## src/rtl/mips_ctrl_pkg.sv

```systemverilog
// Shared encodings for the multicycle MIPS control path: states, opcodes,
// ALUOp / mux select codes and the packed control vector.
package mips_ctrl_pkg;

  typedef enum logic [3:0] {
    S_FETCH  = 4'd0,
    S_DECODE = 4'd1,
    S_MEMADR = 4'd2,
    S_MEMRD  = 4'd3,
    S_MEMWB  = 4'd4,
    S_MEMWR  = 4'd5,
    S_REXEC  = 4'd6,
    S_RWB    = 4'd7,
    S_BRANCH = 4'd8,
    S_JUMP   = 4'd9,
    S_IEXEC  = 4'd10,
    S_IWB    = 4'd11
  } state_t;

  localparam logic [5:0] OP_R    = 6'b000000;
  localparam logic [5:0] OP_LW   = 6'b100011;
  localparam logic [5:0] OP_SW   = 6'b101011;
  localparam logic [5:0] OP_BEQ  = 6'b000100;
  localparam logic [5:0] OP_J    = 6'b000010;
  localparam logic [5:0] OP_ADDI = 6'b001000;

  localparam logic [1:0] ALUOP_ADD   = 2'b00;
  localparam logic [1:0] ALUOP_SUB   = 2'b01;
  localparam logic [1:0] ALUOP_FUNCT = 2'b10;

  localparam logic [1:0] ALUB_REG   = 2'b00;
  localparam logic [1:0] ALUB_FOUR  = 2'b01;
  localparam logic [1:0] ALUB_IMM   = 2'b10;
  localparam logic [1:0] ALUB_IMMSH = 2'b11;

  localparam logic [1:0] PCSRC_ALU    = 2'b00;
  localparam logic [1:0] PCSRC_ALUOUT = 2'b01;
  localparam logic [1:0] PCSRC_JUMP   = 2'b10;

  typedef struct packed {
    logic       pcwrite;
    logic       pcwritecond;
    logic       iord;
    logic       memread;
    logic       memwrite;
    logic       irwrite;
    logic       memtoreg;
    logic       regdst;
    logic       regwrite;
    logic       alusrca;
    logic [1:0] alusrcb;
    logic [1:0] pcsource;
    logic [1:0] aluop;
    logic       illegal_op;
  } ctrl_t;

  function automatic logic op_supported(input logic [5:0] op);
    return (op == OP_R) || (op == OP_LW) || (op == OP_SW) ||
           (op == OP_BEQ) || (op == OP_J) || (op == OP_ADDI);
  endfunction

endpackage

```

## src/rtl/multicycle_control_if.sv

```systemverilog
// Control-path bundle between the multicycle FSM (master) and the datapath
// (slave): opcode/ready in, every enable and select out.
interface multicycle_control_if;
  logic [5:0] op;
  logic       mem_ready;
  logic       pcwrite;
  logic       pcwritecond;
  logic       iord;
  logic       memread;
  logic       memwrite;
  logic       irwrite;
  logic       memtoreg;
  logic       regdst;
  logic       regwrite;
  logic       alusrca;
  logic [1:0] alusrcb;
  logic [1:0] pcsource;
  logic       aluop1;
  logic       aluop0;
  logic       illegal_op;
  logic [3:0] state;

  modport master (
    input  op, mem_ready,
    output pcwrite, pcwritecond, iord, memread, memwrite, irwrite,
           memtoreg, regdst, regwrite, alusrca, alusrcb, pcsource,
           aluop1, aluop0, illegal_op, state
  );

  modport slave (
    output op, mem_ready,
    input  pcwrite, pcwritecond, iord, memread, memwrite, irwrite,
           memtoreg, regdst, regwrite, alusrca, alusrcb, pcsource,
           aluop1, aluop0, illegal_op, state
  );
endinterface

```

## src/rtl/mc_output_decode.sv

```systemverilog
// Combinational state -> control vector decode. i_ready only gates the
// FETCH instruction/PC load; everything else is a pure function of state.
module mc_output_decode
  import mips_ctrl_pkg::*;
(
  input  logic [3:0] i_state,
  input  logic       i_ready,
  output ctrl_t      o_ctrl
);

  always_comb begin
    o_ctrl = '0;
    case (i_state)
      S_FETCH: begin
        o_ctrl.memread  = 1'b1;
        o_ctrl.alusrcb  = ALUB_FOUR;
        o_ctrl.aluop    = ALUOP_ADD;
        o_ctrl.pcsource = PCSRC_ALU;
        o_ctrl.irwrite  = i_ready;
        o_ctrl.pcwrite  = i_ready;
      end
      S_DECODE: begin
        o_ctrl.alusrcb = ALUB_IMMSH;
        o_ctrl.aluop   = ALUOP_ADD;
      end
      S_MEMADR: begin
        o_ctrl.alusrca = 1'b1;
        o_ctrl.alusrcb = ALUB_IMM;
        o_ctrl.aluop   = ALUOP_ADD;
      end
      S_MEMRD: begin
        o_ctrl.memread = 1'b1;
        o_ctrl.iord    = 1'b1;
      end
      S_MEMWB: begin
        o_ctrl.regwrite = 1'b1;
        o_ctrl.memtoreg = 1'b1;
      end
      S_MEMWR: begin
        o_ctrl.memwrite = 1'b1;
        o_ctrl.iord     = 1'b1;
      end
      S_REXEC: begin
        o_ctrl.alusrca = 1'b1;
        o_ctrl.alusrcb = ALUB_REG;
        o_ctrl.aluop   = ALUOP_FUNCT;
      end
      S_RWB: begin
        o_ctrl.regwrite = 1'b1;
        o_ctrl.regdst   = 1'b1;
      end
      S_IEXEC: begin
        o_ctrl.alusrca = 1'b1;
        o_ctrl.alusrcb = ALUB_IMM;
        o_ctrl.aluop   = ALUOP_ADD;
      end
      S_IWB: begin
        o_ctrl.regwrite = 1'b1;
      end
      S_BRANCH: begin
        o_ctrl.alusrca     = 1'b1;
        o_ctrl.alusrcb     = ALUB_REG;
        o_ctrl.aluop       = ALUOP_SUB;
        o_ctrl.pcwritecond = 1'b1;
        o_ctrl.pcsource    = PCSRC_ALUOUT;
      end
      S_JUMP: begin
        o_ctrl.pcwrite  = 1'b1;
        o_ctrl.pcsource = PCSRC_JUMP;
      end
      // 12..15 are unreachable encodings; flag them and drive nothing else
      default: o_ctrl.illegal_op = 1'b1;
    endcase
  end

endmodule

```

## src/rtl/multicycle_control.sv

```systemverilog
// Multicycle MIPS main control FSM: state register plus next-state logic,
// with the control outputs decoded from state by mc_output_decode.
module multicycle_control
  import mips_ctrl_pkg::*;
#(
  parameter bit MEM_HANDSHAKE = 1'b1
) (
  input  logic                  clk,
  input  logic                  reset,
  multicycle_control_if.master  bus
);

  state_t r_state;
  state_t w_next;
  logic   w_ready;
  logic   w_bad_op;
  ctrl_t  w_ctrl;

  // Without the handshake every memory wait completes in one cycle.
  assign w_ready = MEM_HANDSHAKE ? bus.mem_ready : 1'b1;

  always_ff @(posedge clk or posedge reset) begin
    if (reset) r_state <= S_FETCH;
    else       r_state <= w_next;
  end

  always_comb begin
    w_next   = S_FETCH;
    w_bad_op = 1'b0;
    case (r_state)
      S_FETCH:  w_next = w_ready ? S_DECODE : S_FETCH;
      S_DECODE: begin
        case (bus.op)
          OP_LW, OP_SW: w_next = S_MEMADR;
          OP_R:         w_next = S_REXEC;
          OP_BEQ:       w_next = S_BRANCH;
          OP_J:         w_next = S_JUMP;
          OP_ADDI:      w_next = S_IEXEC;
          default: begin
            w_next   = S_FETCH;
            w_bad_op = 1'b1;
          end
        endcase
      end
      // IR is frozen here, so op still holds the lw/sw that got us here
      S_MEMADR: w_next = (bus.op == OP_SW) ? S_MEMWR : S_MEMRD;
      S_MEMRD:  w_next = w_ready ? S_MEMWB : S_MEMRD;
      S_MEMWB:  w_next = S_FETCH;
      S_MEMWR:  w_next = w_ready ? S_FETCH : S_MEMWR;
      S_REXEC:  w_next = S_RWB;
      S_RWB:    w_next = S_FETCH;
      S_IEXEC:  w_next = S_IWB;
      S_IWB:    w_next = S_FETCH;
      S_BRANCH: w_next = S_FETCH;
      S_JUMP:   w_next = S_FETCH;
      default:  w_next = S_FETCH;
    endcase
  end

  mc_output_decode u_decode (
    .i_state (r_state),
    .i_ready (w_ready),
    .o_ctrl  (w_ctrl)
  );

  assign bus.pcwrite     = w_ctrl.pcwrite;
  assign bus.pcwritecond = w_ctrl.pcwritecond;
  assign bus.iord        = w_ctrl.iord;
  assign bus.memread     = w_ctrl.memread;
  assign bus.memwrite    = w_ctrl.memwrite;
  assign bus.irwrite     = w_ctrl.irwrite;
  assign bus.memtoreg    = w_ctrl.memtoreg;
  assign bus.regdst      = w_ctrl.regdst;
  assign bus.regwrite    = w_ctrl.regwrite;
  assign bus.alusrca     = w_ctrl.alusrca;
  assign bus.alusrcb     = w_ctrl.alusrcb;
  assign bus.pcsource    = w_ctrl.pcsource;
  assign bus.aluop1      = w_ctrl.aluop[1];
  assign bus.aluop0      = w_ctrl.aluop[0];
  assign bus.illegal_op  = w_ctrl.illegal_op | w_bad_op;
  assign bus.state       = r_state;

endmodule

```

## src/flat_wrapper.sv

```systemverilog
// flat-port wrapper written by rule: the top's interface ports become plain ports
module multicycle_control_flat import mips_ctrl_pkg::*;
#(
  parameter bit MEM_HANDSHAKE = 1'b1
)
  (clk, reset, bus_op, bus_mem_ready, bus_pcwrite, bus_pcwritecond, bus_iord, bus_memread, bus_memwrite, bus_irwrite, bus_memtoreg, bus_regdst, bus_regwrite, bus_alusrca, bus_alusrcb, bus_pcsource, bus_aluop1, bus_aluop0, bus_illegal_op, bus_state);
  multicycle_control_if bus_i ();
  input  logic clk;
  input  logic reset;
  input wire logic [$bits(bus_i.op)-1:0] bus_op;
  input wire logic [$bits(bus_i.mem_ready)-1:0] bus_mem_ready;
  output wire logic [$bits(bus_i.pcwrite)-1:0] bus_pcwrite;
  output wire logic [$bits(bus_i.pcwritecond)-1:0] bus_pcwritecond;
  output wire logic [$bits(bus_i.iord)-1:0] bus_iord;
  output wire logic [$bits(bus_i.memread)-1:0] bus_memread;
  output wire logic [$bits(bus_i.memwrite)-1:0] bus_memwrite;
  output wire logic [$bits(bus_i.irwrite)-1:0] bus_irwrite;
  output wire logic [$bits(bus_i.memtoreg)-1:0] bus_memtoreg;
  output wire logic [$bits(bus_i.regdst)-1:0] bus_regdst;
  output wire logic [$bits(bus_i.regwrite)-1:0] bus_regwrite;
  output wire logic [$bits(bus_i.alusrca)-1:0] bus_alusrca;
  output wire logic [$bits(bus_i.alusrcb)-1:0] bus_alusrcb;
  output wire logic [$bits(bus_i.pcsource)-1:0] bus_pcsource;
  output wire logic [$bits(bus_i.aluop1)-1:0] bus_aluop1;
  output wire logic [$bits(bus_i.aluop0)-1:0] bus_aluop0;
  output wire logic [$bits(bus_i.illegal_op)-1:0] bus_illegal_op;
  output wire logic [$bits(bus_i.state)-1:0] bus_state;
  assign bus_i.op = bus_op;
  assign bus_i.mem_ready = bus_mem_ready;
  assign bus_pcwrite = bus_i.pcwrite;
  assign bus_pcwritecond = bus_i.pcwritecond;
  assign bus_iord = bus_i.iord;
  assign bus_memread = bus_i.memread;
  assign bus_memwrite = bus_i.memwrite;
  assign bus_irwrite = bus_i.irwrite;
  assign bus_memtoreg = bus_i.memtoreg;
  assign bus_regdst = bus_i.regdst;
  assign bus_regwrite = bus_i.regwrite;
  assign bus_alusrca = bus_i.alusrca;
  assign bus_alusrcb = bus_i.alusrcb;
  assign bus_pcsource = bus_i.pcsource;
  assign bus_aluop1 = bus_i.aluop1;
  assign bus_aluop0 = bus_i.aluop0;
  assign bus_illegal_op = bus_i.illegal_op;
  assign bus_state = bus_i.state;
  multicycle_control #(.MEM_HANDSHAKE(MEM_HANDSHAKE)) u_core (.clk(clk), .reset(reset), .bus(bus_i));
endmodule
```

## config.mk

```make
export PLATFORM = sky130hd
export DESIGN_NAME = multicycle_control_flat
export DESIGN_NICKNAME = d
export VERILOG_FILES = /design/src/rtl/mips_ctrl_pkg.sv /design/src/rtl/multicycle_control_if.sv /design/src/rtl/mc_output_decode.sv /design/src/rtl/multicycle_control.sv /design/src/flat_wrapper.sv
export SDC_FILE = /design/constraint.sdc
export NUM_CORES = 1
export LEC_CHECK = 0
export ABC_CLOCK_PERIOD_IN_PS = 1600
export BUFFER_PORTS_ARGS = -buffer_cell sky130_fd_sc_hd__buf_4
export CORE_MARGIN = 4
export CORE_UTILIZATION = 25
export DETAILED_ROUTE_END_ITERATION = 8
export GPL_TIMING_DRIVEN = 0
export PLACE_DENSITY_LB_ADDON = 0.05
export SYNTH_ARGS = -nofsm -noshare
export SYNTH_HDL_FRONTEND = slang
export SYNTH_SLANG_ARGS = --single-unit
```

## constraint.sdc

```tcl
create_clock -name clk -period 1.6 [get_ports clk]
set_input_delay 0.32 -clock clk [delete_from_list [all_inputs] [get_ports clk]]
set_output_delay 0.32 -clock clk [all_outputs]
set_load 0.1 [all_outputs]
```

== After elaboration in Yosys (flattened, before gate mapping) ==
Index checks and enable logic that the tools add are counted.

* Bits of input ports: 9
* Logic and storage cells: 50
* Register bits: 4
* Output and inout bits: 21

* Bitwise operators: 1
* Muxes and demuxes: 22
* Eq/ne operators: 16
* Reductions and logical operators: 10

{| class="wikitable"
|+ Operators by type and width
! operator !! count
|-
| $pmux W4 S7 || 1
|-
| $pmux W4 S5 || 1
|-
| $eq A4 B3 Y1 const B || 4
|-
| $eq A4 B4 Y1 const B || 4
|-
| $mux W1 || 13
|-
| $eq A6 B6 Y1 const B || 2
|-
| $reduce_or A12 Y1 || 1
|-
| $mux W3 || 3
|-
| $eq A4 B2 Y1 const B || 2
|-
| $pmux W2 S2 || 2
|-
| $reduce_or A2 Y1 || 4
|-
| $eq A6 B2 Y1 const B || 1
|-
| $eq A6 B3 Y1 const B || 1
|-
| $eq A6 B4 Y1 const B || 1
|-
| $logic_not A6 Y1 || 1
|-
| $pmux W2 S3 || 1
|-
| $reduce_or A6 Y1 || 1
|-
| $eq A4 B1 Y1 const B || 1
|-
| $logic_not A4 Y1 || 1
|-
| $reduce_or A4 Y1 || 1
|-
| $reduce_or A3 Y1 || 1
|-
| $pmux W1 S2 || 1
|-
| $or A1 B1 Y1 || 1
|}

== Logic depth before layout (Yosys ltp) ==
Gate-level depths: netlist (run 1).

* Depth after elaboration: 5
* Gate-level depth with buffers: 5
* Gate-level depth less buffers: 4

== Cells and area by module ==
Synthesis (run 1) repeated with hierarchy kept, for this count alone.

* Cell total of the unflattened synthesis: 80
* Area total of the unflattened synthesis: 631.9 sq um

{| class="wikitable"
|+ By module, submodules not included
! module !! times used !! area each (sq um) !! cells each
|-
| multicycle_control || 1 || 379.1 || 49
|-
| mc_output_decode || 1 || 252.7 || 31
|}

== Worst setup path before layout (run 1) ==
No wires, ideal clock.

* Path kind: reg-to-output
* Start point: register u_core.r_state[2] (netlist: u_core.bus.state[2])
* End point: output port bus_regwrite
* Buffers on the path: 0
* Arrival: 4.266 ns
* Cell stages (with the launch flop): 4
* Path slack: -2.986 ns
* Path through: dfrtp_1 > nand2b_1 > nor3_1 > or2_1

* Cells in the longest elaborated chain, start to end: 3

{| class="wikitable"
|+ RTL lines
! what !! RTL line !! RTL
|-
| start: declaration || multicycle_control.sv:13 || <nowiki>state_t r_state;</nowiki>
|-
| start signal: assignment || multicycle_control.sv:24 || <nowiki>else r_state <= w_next;</nowiki>
|-
| $eq A4 B4 Y1 or $eq A4 B3 Y1 (tied branches) || mc_output_decode.sv:13 || <nowiki>case (i_state)</nowiki>
|-
| $reduce_or A3 Y1 (no line) * || - ||
|-
| $mux W1 * || mc_output_decode.sv:13 ||
|-
| end: declaration || flat_wrapper.sv:20 || <nowiki>output wire logic [$bits(bus_i.regwrite)-1:0] bus_regwrite;</nowiki>
|}

Every way passes the cells marked *; elsewhere a longest branch is shown, timed or not.

== Final worst setup path (run 1) ==
* Start point: register u_core.r_state[2] (netlist: u_core.bus.state[2])
* End point: output port bus_iord

* Cells in the longest elaborated chain, start to end: 3

{| class="wikitable"
|+ RTL lines
! what !! RTL line !! RTL
|-
| $eq A4 B2 Y1 or $eq A4 B3 Y1 (tied branches) || mc_output_decode.sv:13 ||
|-
| $reduce_or A2 Y1 (no line) * || - ||
|-
| $mux W1 * || mc_output_decode.sv:13 ||
|-
| end: declaration || flat_wrapper.sv:14 || <nowiki>output wire logic [$bits(bus_i.iord)-1:0] bus_iord;</nowiki>
|}

Marks and branches as above.

==> flow_metrics.tcl, run 1 <==
set metrics [dict create \
    status "complete, but fails checks" \
    violations "setup timing" \
    final.setup.tns_ns -3.607 \
    startpoint "u_core.bus.state[2]$_DFF_PP0_" \
    clock_latency_ns 0.23 \
    min_path_type "in -> reg" \
    maxCapViolCount 0 \
    htree_levels 1 \
    finish.instance_area_mm2 0.001530 \
    dpl.hpwl_um 1411 \
    cp-start-kind "flip-flop" \
    hold_end "u_core.bus.state[2]$_DFF_PP0_" \
    worstRegToRegCells 6 \
    clk_pin_slew_ns 0.03 \
    crit_type "reg -> out" \
    grt_pass1_wl_um 3636 \
    synth_area_leader_cell "dfrtp_1" \
    die_area_mm2 0.003140 \
    yosysMostFrequentCell "nor2_1" \
    grt_pass1_vias 757 \
    synthCells 75 \
    wl_per_cell_um 15.28 \
    path_buf_inv 3 \
    row_count 17 \
    yosys-top-cells-area "dfrtp_1 17%, buf_6 7.8%, nand2b_1 5.4%" \
    ir_worst_vdd_v 0.001325 \
    die_w_um 56.04 \
    p_per_area_mw_per_mm2 2132 \
    io_pins 30 \
    hold_viol 0 \
    syn_area_um2 576.8 \
    area_growth_pct 165.3 \
    final_util_pct 69.17 \
    max_freq_mhz 518.6 \
    clock-sinks 4 \
    portBuffers 28 \
    cts_tree "built" \
    core_mm2 0.002212 \
    r2r_end "u_core.bus.state[3]$_DFF_PP0_" \
    slew_headroom_pct 82.12 \
    synthFlopType "dfrtp_1" \
    crit_arrival_ns 1.61 \
    clock-root-buffer "clkbuf_4" \
    numCtsBuffers 3 \
    cp_max_fo 6 \
    syn_avg_cell_area_um2 7.691 \
    layout_setup_ws_ns -0.3284 \
    clock_path_buffers 2 \
    gp_congestion 0.7831 \
    path_cells "buf_8 > buf_12 > xnor2_4 > nor3b_4 > buf_12" \
    required_ns 1.28 \
    initial_core_util_pct 26.07 \
    grt_start_max_net_pins 11 \
    fin_skew_ns 0.002195 \
    crit_top_cell "buf_12" \
    drt_iter0_markers 17 \
    worst-slew-pin-transition_ns 0.2657 \
    rsz0062_at_grt "true" \
    cp-end-kind "output pin" \
    seq_area_frac_synth_pct 17.35 \
    cp_top_family "flip-flops" \
    async_flop_share_pct 100.0 \
    drc 0 \
    placedInstanceArea_um2 989.7 \
    drive_gt1_share_pct 74.22 \
    path_depth 5 \
    via_count 760 \
    final_nets 139 \
    max_stage_delay_ns 0.52 \
    ys_seq_elements 4 \
    cp_slowest_cell "dfrtp_4" \
    dp_slack_ns -0.2891 \
    p_leak_uw 0.0005990 \
    insertedDiodeCount 0 \
    hold_depth 2 \
    setup_viol 16 \
    final.period_utilization_pct 120.5 \
    synthDistinctLibCells 34 \
    synthTopCellsByCount "8 x nor2_1, 5 x nand2_1, 5 x nand2b_1" \
    drv_slew 0 \
    first_pass_iters 4 \
    drt-total-wl_um 2384 \
    layout_min_cycle_time_ns 1.928 \
    fp.dieH_um 56.04 \
    grt_use_total_pct 14.34 \
    hp-start "bus_op[1]" \
    vias_per_cell 4.872 \
    synth_warnings 0 \
    timing.rr.start "u_core.bus.state[1]$_DFF_PP0_" \
    synth_top_area_share_pct 17.35 \
    r2r_slack_ns 0.01 \
    largest_reg_flops 4 \
    grt_overflow 0 \
    grt_antenna_before_repair 0 \
    synth_fp_nets 84 \
    drtAntennaViolNets 0 \
    synth_edf_count 0 \
]
## final cells by class
type / instances / area [um^2]
buffer: 7 / 126.4
tap: 28 / 35.03
multi-input combinational: 62 / 594.3
clock buffer: 3 / 22.52
inverter: 2 / 7.507
fill: 174 / 681.9
sequential: 4 / 115.1
timing repair buffer: 50 / 629.4
## cell usage in the layout (no fill, tap or decap), drive strengths merged, types with 2 or more instances in the layout
cell type,n
a21oi,3
inv,2
clkbuf,3
or2,3
nor3b,2
o21ai,7
nor2,10
nand2b,5
buf,56
dfrtp,4
nand2,5
nand3,3
nor3,5
xnor2,2
o311ai,2
## metrics by stage
stage / total power (uW) / hold slack, ns / instances
2_1_floorplan: 1962 / 0.08618 / 75
3_3_place_gp: 2298 / 0.2113 / 131
3_5_place_dp: 2302 / 0.2183 / 131
4_1_cts: 2853 / 0.3304 / 147
5_1_grt: 3372 / 0.3324 / 156
6_report: 3262 / 0.3381 / 156
## cells by family (layout without fill, tap and decap cells)
family                 count (synthesis)  count (layout)  synth area share, %
AND/OR/NAND/NOR                       41              41                43.60
buffers and inverters                  9              62                12.58
flip-flops                             4               4                17.35
AO/OA/AOI/OAI                         18              18                21.91
XOR/XNOR                               3               3                4.556
## worst max-delay path by stage
stage | end
global route | bus_pcwrite
finish | bus_iord
global placement | bus_pcsource[0]
floorplan | bus_pcwrite
detailed placement | bus_pcwritecond
CTS | bus_illegal_op
## what timing repair did
item | CTS | global route
hold buffers | 1 | 0
endpoints found under the hold margin | 4 | 0
pin swaps | 6 | 6
setup buffers | 12 | 9
endpoints found under the setup margin | 17 | 18
gates resized for setup | 50 | 29
## report_power, final
part / switching, uW / internal (uW)
registers: 73.2 / 151
clock network: 36.7 / 83.6
logic: 1750 / 1170
total: 1860 / 1400
## routing by layer
| metal | wire [um] | global-route usage [%] | up-vias |
|---|---|---|---|
| met2 | 1356 | 26.88 | 19 |
| met3 | 92 | 3.480 | 2 |
| met4 | 12 | 3.051 | 0 |
| met1 | 922 | 16.14 | 362 |
| met5 | 0 | 0 | - |
| li1 | - | - | 377 |
(Power assumes the default switching activity.)
==> run 2: changes to the inputs <==
- ABC_CLOCK_PERIOD_IN_PS: 1600 -> 1720
- clock period: 1.6 -> 1.72 ns (I/O delays scaled with it)
==> flow_metrics.tcl, run 2 (synthesized netlist as in run 1, its figures left out) <==
set metrics [dict create \
    grt_use_total_pct 13.05 \
    min_path_type "in -> reg" \
    insertedDiodeCount 0 \
    fin_skew_ns 0.002131 \
    startpoint "u_core.bus.state[3]$_DFF_PP0_" \
    setup_viol 13 \
    grt_overflow 0 \
    final_util_pct 64.54 \
    final_nets 134 \
    clock_path_buffers 2 \
    clk_pin_slew_ns 0.04 \
    worst-slew-pin-transition_ns 0.2856 \
    crit_arrival_ns 1.58 \
    hold_depth 2 \
    clock-sinks 4 \
    cp_max_fo 7 \
    crit_type "reg -> out" \
    htree_levels 1 \
    slew_headroom_pct 80.66 \
    die_w_um 56.04 \
    dp_slack_ns -0.1774 \
    cp-start-kind "flip-flop" \
    clock-root-buffer "clkbuf_4" \
    grt_start_max_net_pins 11 \
    timing.rr.start "u_core.bus.state[3]$_DFF_PP0_" \
    drive_gt1_share_pct 72.36 \
    core_mm2 0.002212 \
    via_count 734 \
    rsz0062_at_grt "true" \
    layout_min_cycle_time_ns 1.929 \
    hold_viol 0 \
    worstRegToRegCells 5 \
    grt_pass1_wl_um 3346 \
    cp-end-kind "output pin" \
    p_per_area_mw_per_mm2 1976 \
    wl_per_cell_um 13.47 \
    cts_tree "built" \
    violations "setup timing" \
    layout_setup_ws_ns -0.2087 \
    grt_pass1_vias 731 \
    first_pass_iters 4 \
    status "complete, but fails checks" \
    gp_congestion 0.7832 \
    final.period_utilization_pct 112.1 \
    mostFrequentLayoutCell "buf_4" \
    dpl.hpwl_um 1410 \
    crit_top_cell "buf_12" \
    p_leak_uw 0.0005692 \
    mostFrequentLayoutCells "22 x buf_4, 19 x buf_12, 9 x buf_6" \
    clock_latency_ns 0.23 \
    ir_worst_vdd_v 0.001665 \
    row_count 17 \
    drtAntennaViolNets 0 \
    numCtsBuffers 3 \
    drc 0 \
    drt_iter0_markers 13 \
    cp_slowest_cell "dfrtp_4" \
    grt_antenna_before_repair 0 \
    initial_core_util_pct 26.07 \
    fp.dieH_um 56.04 \
    hold_end "u_core.bus.state[2]$_DFF_PP0_" \
    die_area_mm2 0.003140 \
    drt-total-wl_um 2034 \
    area_growth_pct 147.5 \
    vias_per_cell 4.861 \
    hp-start "bus_op[1]" \
    drv_slew 0 \
    r2r_slack_ns 0.10 \
    max_freq_mhz 518.5 \
    largest_reg_flops 4 \
    portBuffers 28 \
    final.setup.tns_ns -1.629 \
    path_cells "buf_12 > nor2_4 > nand2_2 > nor3_4 > buf_4 > buf_12" \
    r2r_end "u_core.bus.state[1]$_DFF_PP0_" \
    maxCapViolCount 0 \
    io_pins 30 \
    required_ns 1.38 \
    max_stage_delay_ns 0.49 \
]
-- run 2: cell types whose count changed in the layout (fill, tap and decap cells not counted), sizes merged --
cell	change
buf	-5
-- run 2: per-stage QoR --
step                hold WS [ns]  std cells  cell area [um^2]  total power, uW
floorplan                 0.1102         75             744.5             1825
global placement          0.2355        131             989.7             2138
detailed placement        0.2425        131             989.7             2141
CTS                       0.3538        144              1272             2618
global route              0.3707        151              1428             2914
finish                    0.3721        151              1428             2821
-- run 2: how the worst max path moves through the flow --
stage                                  to  slack (ns)  cells past startpoint
after global routing          bus_pcwrite       -0.26                      6
after CTS                  bus_illegal_op       -0.22                      5
after floorplan               bus_pcwrite       -0.87                      5
after global placement    bus_pcsource[0]       -0.17                      4
final                         bus_irwrite       -0.21                      6
after detailed placement  bus_pcwritecond       -0.18                      4
-- run 2: what timing repair did --
action | in CTS | in global routing
setup buffers | 9 | 8
resized for setup | 46 | 26
endpoints found under the hold margin | 4 | 0
endpoints found under the setup margin | 17 | 17
hold buffers | 1 | 0
pin swaps | 5 | 3
-- run 2: area by class of cell --
cell class / instances / area, um^2
fillers: 182 / 784.5
multi-input cells: 62 / 575.6
repair buffers: 46 / 574.3
flip-flops and latches: 4 / 115.1
plain buffers: 6 / 97.59
well taps: 28 / 35.03
clock buffers: 3 / 22.52
inverters: 2 / 7.507
-- run 2: report_power, final --
group	total, uW	switching, uW	internal, uW	leakage (uW)
logic	2500	1570	931	0.000509
registers	209	68.6	140	0.0000467
clock network	113	35.0	77.8	0.0000138
total	2820	1670	1150	0.000569
-- run 2: worst max-delay path, delay by kind of cell, from the launching register on --
kind | cells | cell delay, ns
flip-flops | 1 | 0.49
buffers and inverters | 3 | 0.46
AND/OR/NAND/NOR | 3 | 0.39
-- run 2: layer usage --
| layer | track usage (%) | up-vias | part of all wire [%] |
|---|---|---|---|
| met5 | 0 | - | 0 |
| met4 | 3.051 | 0 | 0 |
| met3 | 3.480 | 0 | 6.8 |
| met2 | 24.04 | 25 | 54 |
| met1 | 14.74 | 344 | 39 |
| li1 | - | 365 | - |
==> run 3: changes to the inputs <==
- CAP_MARGIN: not set -> 20
- SYNTH_HIERARCHICAL: not set -> 1
==> flow_metrics.tcl, run 3 <==
set metrics [dict create \
    yosysMostFrequentCell "nor3_1" \
    async_flop_share_pct 100.0 \
    violations "setup timing" \
    p_leak_uw 0.0006668 \
    wl_per_cell_um 15.43 \
    final_nets 149 \
    synth_fp_nets 89 \
    path_cells "buf_8 > or2_4 > nor3b_4 > buf_6 > buf_8 > buf_12" \
    mostFrequentLayoutCell "buf_4" \
    layout_min_cycle_time_ns 2.087 \
    numCtsBuffers 3 \
    synth_area_leader_cell "dfrtp_1" \
    p_per_area_mw_per_mm2 1901 \
    cp_slowest_cell "dfrtp_4" \
    grt_start_max_net_pins 11 \
    clk_pin_slew_ns 0.04 \
    ir_worst_vdd_v 0.001588 \
    nFillCells 159 \
    fin_skew_ns 0.008755 \
    initial_core_util_pct 27.51 \
    layout_setup_ws_ns -0.3666 \
    instances_no_fill 166 \
    synthCells 80 \
    grt_antenna_before_repair 0 \
    p_int_uw 1433 \
    dpl.hpwl_um 1420 \
    p_sw_uw 1749 \
    grt_pass1_wl_um 3753 \
    path_buf_inv 4 \
    mostFrequentLayoutCells "28 x buf_4, 22 x buf_12, 6 x buf_8" \
    p_clk_share_pct 4.0 \
    crit_top_cell "buf_8" \
    min_path_type "in -> reg" \
    largest_reg_flops 4 \
    htree_levels 1 \
    cts_tree "built" \
    synthFlopType "dfrtp_1" \
    seqPwrFrac_pct 5.8 \
    via_count 830 \
    rsz0062_at_grt "true" \
    use_met2_pct 20.10 \
    area_growth_pct 165.0 \
    cp-end-kind "output pin" \
    portBuffers 29 \
    yosys-top-cells-area "dfrtp_1 16%, nor3b_2 5.9%, buf_6 5.3%" \
    vias_per_cell 5.000 \
    syn_area_um2 631.9 \
    die_area_mm2 0.003396 \
    die_w_um 58.28 \
    grt_busiest_layer "met1" \
    row_count 17 \
    grtUsageMet3_pct 2.450 \
    worst-slew-pin-transition_ns 0.2885 \
    drt_iter0_markers 15 \
    core_mm2 0.002297 \
    first_pass_iters 4 \
    cp-start-kind "flip-flop" \
    dp_slack_ns -0.3046 \
    ys_seq_elements 4 \
    synthTopCellsByCount "6 x nor3_1, 5 x nand3_1, 5 x nor2_1" \
    synthDistinctLibCells 39 \
    clock-sinks 4 \
    final.period_utilization_pct 121.3 \
    status "complete, but fails checks" \
    insertedDiodeCount 0 \
    gp_congestion 0.8431 \
    seq_area_frac_synth_pct 15.84 \
    drt-total-wl_um 2561 \
    use_met1_pct 21.02 \
    syn_avg_cell_area_um2 7.898 \
    synth_edf_count 0 \
    clock-root-buffer "clkbuf_4" \
    hold-worst-slack_ns 0.4672 \
    max_stage_delay_ns 0.49 \
    drv_slew 0 \
    fp.dieH_um 58.28 \
    drive_gt1_share_pct 70.29 \
    hold_viol 0 \
    drtAntennaViolNets 0 \
    dp_cells 137 \
    grt_use_total_pct 14.12 \
    setup_viol 17 \
    required_ns 1.38 \
    slew_headroom_pct 80.68 \
    clock_latency_ns 0.25 \
    grt_overflow 0 \
    crit_arrival_ns 1.74 \
    synth_top_area_share_pct 15.84 \
    cp_top_family "buffers and inverters" \
    cp_max_fo 4 \
    switching_share_pct 54.97 \
    crit_type "reg -> out" \
    grt_pass1_vias 796 \
    final.setup.tns_ns -3.802 \
    drc 0 \
    clock_path_buffers 2 \
    maxCapViolCount 0 \
    io_pins 30 \
    max_freq_mhz 479.3 \
    synth_warnings 6 \
    pwr-share-comb_pct 90.2 \
]
run 3: path summary, 6_finish.rpt:
path,startpoint,to,slack (ns),cells after the start
worst max-delay path,u_core/bus.state[0]$_DFF_PP0_,bus_pcwritecond,-0.37,6
worst min-delay path,bus_op[4],u_core/bus.state[1]$_DFF_PP0_,0.47,4
worst max register to register,u_core/bus.state[0]$_DFF_PP0_,u_core/bus.state[1]$_DFF_PP0_,0.14,7
worst min register to register,u_core/bus.state[2]$_DFF_PP0_,u_core/bus.state[3]$_DFF_PP0_,0.69,2
max in group asynchronous,reset,u_core/bus.state[0]$_DFF_PP0_,1.00,3
min in group asynchronous,reset,u_core/bus.state[3]$_DFF_PP0_,0.53,3
run 3: power groups by stage:
| stage | logic, uW | clock network [uW] | registers [uW] |
|---|---|---|---|
| 2_1_floorplan | 1410 | 0 | 366 |
| 3_3_place_gp | 1890 | 0 | 207 |
| 3_5_place_dp | 1890 | 0 | 204 |
| 4_1_cts | 2560 | 121 | 175 |
| 5_1_grt | 2970 | 139 | 192 |
| 6_report | 2870 | 127 | 185 |
run 3: layout make-up:
type | instances | area, um^2 | share of cell area (%)
Multi-Input combinational cell | 66 | 664.4 | 39.69
Inverter | 2 | 7.507 | 0.4484
Buffer | 6 | 100.1 | 5.979
Timing Repair Buffer | 57 | 732.0 | 43.72
Clock buffer | 3 | 22.52 | 1.345
Tap cell | 28 | 35.03 | 2.093
Sequential cell | 4 | 112.6 | 6.726
run 3: per-stage QoR:
stage	cell area (um^2)	utilization, %	power, uW
finish	1674	72.88	3182
global placement	1036	45.10	2093
global route	1674	72.88	3305
detailed placement	1036	45.10	2097
floorplan	783.3	-	1777
CTS	1480	64.43	2857
run 3: timing repair:
action,4_1_cts,5_1_grt
buffers inserted,11,16
hold buffers,1,0
gates cloned,0,1
resized for setup,73,17
hold endpoints to repair,4,0
setup endpoints to repair,17,17
pin swaps,8,12
run 3: logic make-up (layout without fill, tap and decap cells):
group	after synthesis	in the layout	share of synthesized area (%)
buffers and inverters	10	68	10.89
xor gates and xnor gates	3	3	4.159
and+or+nand+nor	45	45	47.13
AOI/OAI and AO/OA	18	18	21.98
DFF	4	4	15.84
run 3: routing by layer:
layer,wire length (um),vias to the layer above
met3,144,2
met4,23,0
li1,-,413
met2,1267,30
met1,1125,385
met5,0,-
run 3: worst register-to-register path, delay by kind of cell, from the launching register on:
family	cells	cell delay, ns
AO/OA/AOI/OAI	1	0.27
buffers and inverters	3	0.39
flip-flops	1	0.49
AND/OR/NAND/NOR	3	0.29
